===== src/rtl/start_bit_qualifier.sv =====
// start_bit_qualifier: synchronises the UART RX line, confirms start bits at mid-bit,
// rejects glitches as false starts and flags line breaks
module start_bit_qualifier #(
    parameter int SYNC_STAGES = 2,
    parameter int OVERSAMPLE  = 16,
    parameter int BREAK_BITS  = 10
) (
    input  logic clk,
    input  logic n_Rst,
    input  logic data_in,
    input  logic sample_en,
    input  logic rearm,
    output logic line_sync,
    output logic start_detected,
    output logic false_start,
    output logic busy,
    output logic break_detected
);
    localparam int MID_W   = $clog2(OVERSAMPLE);
    localparam int BRK_MAX = BREAK_BITS * OVERSAMPLE;
    localparam int BRK_W   = $clog2(BRK_MAX + 1);
    localparam logic [MID_W-1:0] MID_LAST = MID_W'(OVERSAMPLE / 2 - 1);
    localparam logic [BRK_W-1:0] BRK_SAT  = BRK_W'(BRK_MAX);

    typedef enum logic [1:0] {IDLE, CHECK, BUSY, WAIT_HIGH} state_t;

    state_t state;
    logic [SYNC_STAGES-1:0] sync_q;
    logic line_prev;
    logic fall;
    logic [MID_W-1:0] mid_cnt;
    logic [BRK_W-1:0] brk_cnt;

    assign line_sync      = sync_q[SYNC_STAGES-1];
    assign fall           = line_prev & ~line_sync;
    assign break_detected = brk_cnt == BRK_SAT;

    always_ff @(posedge clk or negedge n_Rst) begin
        if (!n_Rst) begin
            sync_q    <= '1;
            line_prev <= 1'b1;
            brk_cnt   <= '0;
        end else begin
            sync_q    <= {sync_q[SYNC_STAGES-2:0], data_in};
            line_prev <= line_sync;
            brk_cnt   <= line_sync ? '0 : (sample_en && brk_cnt != BRK_SAT) ? brk_cnt + 1'b1 : brk_cnt;
        end
    end

    // busy mirrors the previous state, so it trails every state change by one clk
    always_ff @(posedge clk or negedge n_Rst) begin
        if (!n_Rst) begin
            state          <= IDLE;
            mid_cnt        <= '0;
            start_detected <= 1'b0;
            false_start    <= 1'b0;
            busy           <= 1'b0;
        end else begin
            start_detected <= 1'b0;
            false_start    <= 1'b0;
            busy           <= state != IDLE;
            case (state)
                IDLE: if (fall) begin
                    state   <= CHECK;
                    mid_cnt <= '0;
                end
                CHECK: if (sample_en) begin
                    if (line_sync) begin
                        false_start <= 1'b1;
                        state       <= IDLE;
                    end else if (mid_cnt == MID_LAST) begin
                        start_detected <= 1'b1;
                        state          <= BUSY;
                    end else begin
                        mid_cnt <= mid_cnt + 1'b1;
                    end
                end
                BUSY: if (rearm) state <= line_sync ? IDLE : WAIT_HIGH;
                WAIT_HIGH: if (line_sync) state <= IDLE;
                default: state <= IDLE;
            endcase
        end
    end
endmodule


===== config.mk =====
export PLATFORM = sky130hd
export DESIGN_NAME = start_bit_qualifier
export DESIGN_NICKNAME = d
export VERILOG_FILES = /design/src/rtl/start_bit_qualifier.sv
export SDC_FILE = /design/constraint.sdc
export NUM_CORES = 1
export LEC_CHECK = 0
export CORE_AREA = 2 2 66 43
export CTS_CLUSTER_DIAMETER = 200
export DETAILED_ROUTE_END_ITERATION = 12
export DIE_AREA = 0 0 68 45
export HOLD_SLACK_MARGIN = 0.15
export PLACE_DENSITY = 0.72
export RECOVER_POWER = 100
export SETUP_SLACK_MARGIN = 0.15
export SYNTH_ARGS = -nofsm -noshare
export SYNTH_HDL_FRONTEND = slang
export SYNTH_SLANG_ARGS = --single-unit

===== constraint.sdc =====
create_clock -name clk -period 4.5 [get_ports clk]
set_clock_uncertainty 0.2 [all_clocks]
set_input_delay 0.9 -clock clk [delete_from_list [all_inputs] [get_ports clk]]
set_output_delay 0.9 -clock clk [all_outputs]
set_load 0.02 [all_outputs]

; Word-level counts from Yosys, hierarchy flattened
; Cells that the tools add are included.
[word_totals]
register_bits = 20
in_bits = 5
output_inout_bits = 5
word_cells = 54
[op_classes]
add_sub_neg = 2
n_eq_ne = 13
mux = 22
bitwise = 2
n_reduce_logical = 7
[op_table]
columns = cell, n
row1 = two-way mux 4 bit, 4
row2 = two-way mux 8 bit, 2
row3 = two-way mux 2 bit, 7
row4 = inequality test 2 bit (second input constant), 6
row5 = AND reduction 5 bit, 2
row6 = adder 8 x 1 -> 8 bit (second input constant), 1
row7 = == test 8 bit (second input constant), 1
row8 = inequality test 8 bit (second input constant), 1
row9 = case mux 2 bit (4 select lines), 1
row10 = case mux 4 bit (2 select lines), 1
row11 = two-way mux 1 bit, 7
row12 = nonzero test 2 bit, 3
row13 = adder 4 x 1 -> 4 bit (second input constant), 1
row14 = == test 2 bit (second input constant), 2
row15 = == test 4 x 3 -> 1 bit (second input constant), 1
row16 = inequality test 3 bit (second input constant), 1
row17 = == test 2 x 1 -> 1 bit (second input constant), 1
row18 = logical NOT 2 bit, 1
row19 = AND 1 bit, 1
row20 = logical AND 1 bit, 1
row21 = inverter 1 bit, 1

; Logic depth before layout (Yosys ltp)
[depth]
ltp_word = 5
mapped_depth = 5
ltp_nobuf = 5

; Worst setup path after synthesis
; Ideal clock, no wire load.
[synth_timing]
kind = flip-flop to output port
start = register brk_cnt[0]
end = output break_detected
t_arrival_ps = 1085
required_ps = 3400
path_slack_ps = 2315
path_stages_with_launch = 5
path_buffers = 0
cell_sequence = dfrtp_1 > inv_1 > ha_1 > and4bb_2 > and3_1
[synth_between]
elab_chain_len = 1
[synth_rtl]
columns = element, line_no
row1 = start: declaration, 32  ; logic [BRK_W-1:0] brk_cnt;
row2 = start signal: assignment, 46  ; brk_cnt <= line_sync ? '0 : (sample_en && brk_cnt != BRK_SAT) ? brk_cnt + 1'b1 : brk_cnt;
row3 = == test 8 bit, 36  ; assign break_detected = brk_cnt == BRK_SAT;
row4 = end: declaration, 17  ; output logic break_detected
; Every way passes these cells.

; Worst setup path after layout
; Same ends and word-level chain as after synthesis.

==> metrics.md <==
| Metric | Value |
|---|---|
| # port buffers | 9 |
| WL final | 1860 um |
| Post-CTS Hold Fix Bufs | 0 |
| Die Area | 0.00306 mm^2 |
| M1 GR Usage | 20.4% |
| Final min period | 3030 ps |
| PostCTS Resize Cnt | 0 |
| Post-DRT Antenna Nets | 0 |
| Gate power share | 27.9% |
| Synthesis-to-layout area growth | 13.8% |
| Top cell type's share of synthesized area | 40.7% |
| Synthesized flop and latch total | 20 |
| Sequential Power Share | 47.6% |
| Yosys warnings | 0 |
| Die span in y | 45 um |
| Worst VDD drop | 205 uV |
| Gr ovfl total | 0 |
| Switching part of the total | 32.3% |
| Share of cells above drive strength 1 | 9.73% |
| Final setup violation count | 0 |
| Drt wl/cell | 12.9 um |
| Root buffer cell | clkbuf_8 |
| Final hold violation count | 0 |
| Top post-synthesis cells by area | dfrtp_1, dfstp_2, nand2_1, ha_1, nor2_1 |
| Critical Setup Path Class | reg2out |
| Post-Route Utilization | 49.2% |
| M3 GR Usage | 5.49% |
| Slew @ Worst Pin | 895 ps |
| Starting Density | 43.2% |
| # nets final | 122 |
| Worst hold path type | reg2reg |
| Cell row count | 14 |
| Clk sinks | 20 |
| Setup ws final | 1470 ps |
| Post-Syn Area per Cell | 9.95 um^2 |
| Synth Instances | 105 |
| CTS tree | built |
| Pwr dens | 452 mW/mm^2 |
| Sequential share of the synthesized area | 48.3% |
| Final max-slew violation count | 0 |
| Worst setup SP type | flip-flop |
| Routability-driven placement congestion ratio | 0.862 |
| Worst endpoint data arrival time | 1930 ps |
| Max_cap viols | 0 |
| CTS clock-pin slew for the worst setup and hold paths | 70 ps |
| Outcome | completed |
| DRT Pass-1 Iters | 4 |
| Detailed Place HPWL | 1360 um |
| Initial DRC count | 35 |
| GRT Overall Usage | 14.8% |
| Avg Vias per Cell | 5.51 |
| Post-CTS Setup Repair Bufs | 0 |
| Slew HR | 40.1% |
| Antenna cell count | 0 |
| Vias in the first global route | 722 |
| Post-route clock period utilization | 67.4% |
| Num CTS Buffers | 3 |
| Deepest clock path buffer count | 2 |
| Commonest cells after routing, fill and taps aside | dfrtp_1, nand2_1, nor2_1, dlygate4sd3_1 |
| Unrepaired setup endpoints after global routing | false |
| GRT met2 Usage | 21.7% |
| First-pass GRT wire length | 3290 um |
| Worst-skew pair later-pin latency | 250 ps |
| Highest Clock Rate | 330 MHz |
| Pleak | 0.501 nW |
| Global route hottest layer | met2 |
| Crit Path Max Fanout | 5 |
| Clock Power Share | 24.5% |
| Final Total Pwr | 538 uW |
| Commonest non-fill, non-tap cell in the layout | dfrtp_1 |
| Worst setup EP type | output pin |
| H-Tree Level Count | 1 |
| Synthesized area | 0.00104 mm^2 |
| Synthesized netlist net count | 113 |
| Die width | 68 um |
| Fillers | 212 |
| Int Power | 364 uW |
| Via count | 799 |
| DRC | 0 |
| Sum of negative setup slack | 0 ps |
| WHS Path Cells | 0 |
| Worst Path Required | 3400 ps |
| Initial antenna violation count | 0 |
| Reg2Reg Depth | 5 |
| Core area | 0.00242 mm^2 |
| Switch Pwr | 174 uW |
| Pre-CTS setup slack | 1790 ps |
| Library cells used by synthesis | 39 |
| # IOs | 10 |
| Leading area contributor after synthesis | dfrtp_1 |
| Largest net degree at the start of global routing | 21 |
## path summary, 6_finish.rpt
kind	slack (ps)	to	from
max reg2reg	2590	brk_cnt[0]$_DFFE_PN0P_	brk_cnt[0]$_DFFE_PN0P_
min	160	sync_q[1]$_DFF_PN1_	sync_q[0]$_DFF_PN1_
min reg2reg	160	sync_q[1]$_DFF_PN1_	sync_q[0]$_DFF_PN1_
max	1470	break_detected	brk_cnt[0]$_DFFE_PN0P_
min in group asynchronous	1020	brk_cnt[0]$_DFFE_PN0P_	n_Rst
max in group asynchronous	2530	start_detected$_DFF_PN0_	n_Rst
## kinds of logic (layout without fill, tap and decap cells)
group	count (synthesis)	count (layout)	synth area share [%]
AOI/OAI and AO/OA	20	20	14.3
xor gates and xnor gates	2	2	1.68
adders and majority gates	3	3	3.59
buffers and inverters	9	17	4.79
DFF	20	20	48.3
muxes	2	2	2.04
and+or+nand+nor	49	49	25.4
## cells in the mapped netlist (all sizes together)
library cell / instances
dfrtp: 17
nand2: 12
nor2: 9
a21oi: 4
inv: 4
nand2b: 4
nand3: 4
buf: 3
dfstp: 3
ha: 3
nand4: 3
o211ai: 3
o21ai: 3
or3: 3
and3b: 2
clkbuf: 2
nor3: 2
o311ai: 2
or2: 2
or4: 2
xor2: 2
a2111o: 1
a311oi: 1
a31o: 1
a31oi: 1
and2: 1
and3: 1
and4bb: 1
mux2: 1
mux2i: 1
nand3b: 1
nor3b: 1
o21a: 1
o221ai: 1
o31a: 1
o31ai: 1
or3b: 1
## per-stage QoR
stage               cell area, um^2  cells  hold WS (ps)
finish                         1190    145           162
global route                   1190    145           171
CTS                            1190    145           158
detailed placement             1140    141           147
global placement               1140    141           146
floorplan                      1040    105           145
## sequential cells by signal (all words and copies together) (netlist names)
signal          flops
mid_cnt             4
false_start         1
state               2
sync_q              2
start_detected      1
brk_cnt             8
busy                1
line_prev           1
## critical path: stages, from the launching register on
cell,delay [ps]
dfrtp_1,400
inv_1,70
ha_1,190
and4bb_2,220
and3_1,160
dlygate4sd3_1,640
## power groups by stage
stage	logic, mW	clock network, mW	registers, mW
floorplan	0.113	0	0.253
global placement	0.150	0	0.258
detailed placement	0.154	0	0.258
CTS	0.154	0.138	0.255
global route	0.169	0.148	0.263
finish	0.150	0.132	0.256
## routing by layer
metal	up-vias	routed length, um
met1	375	961
met4	0	11
met5	-	0
met3	2	126
li1	396	-
met2	26	764
## layout make-up
type	count	area, um^2	area share (%)
inverters	4	15.0	1.26
multi-input cells	76	484	40.7
clock buffers	4	55.1	4.63
well taps	32	40.0	3.37
flip-flops and latches	20	504	42.4
repair buffers	9	90.1	7.58
No activity file was read; power rests on OpenSTA's default activity.
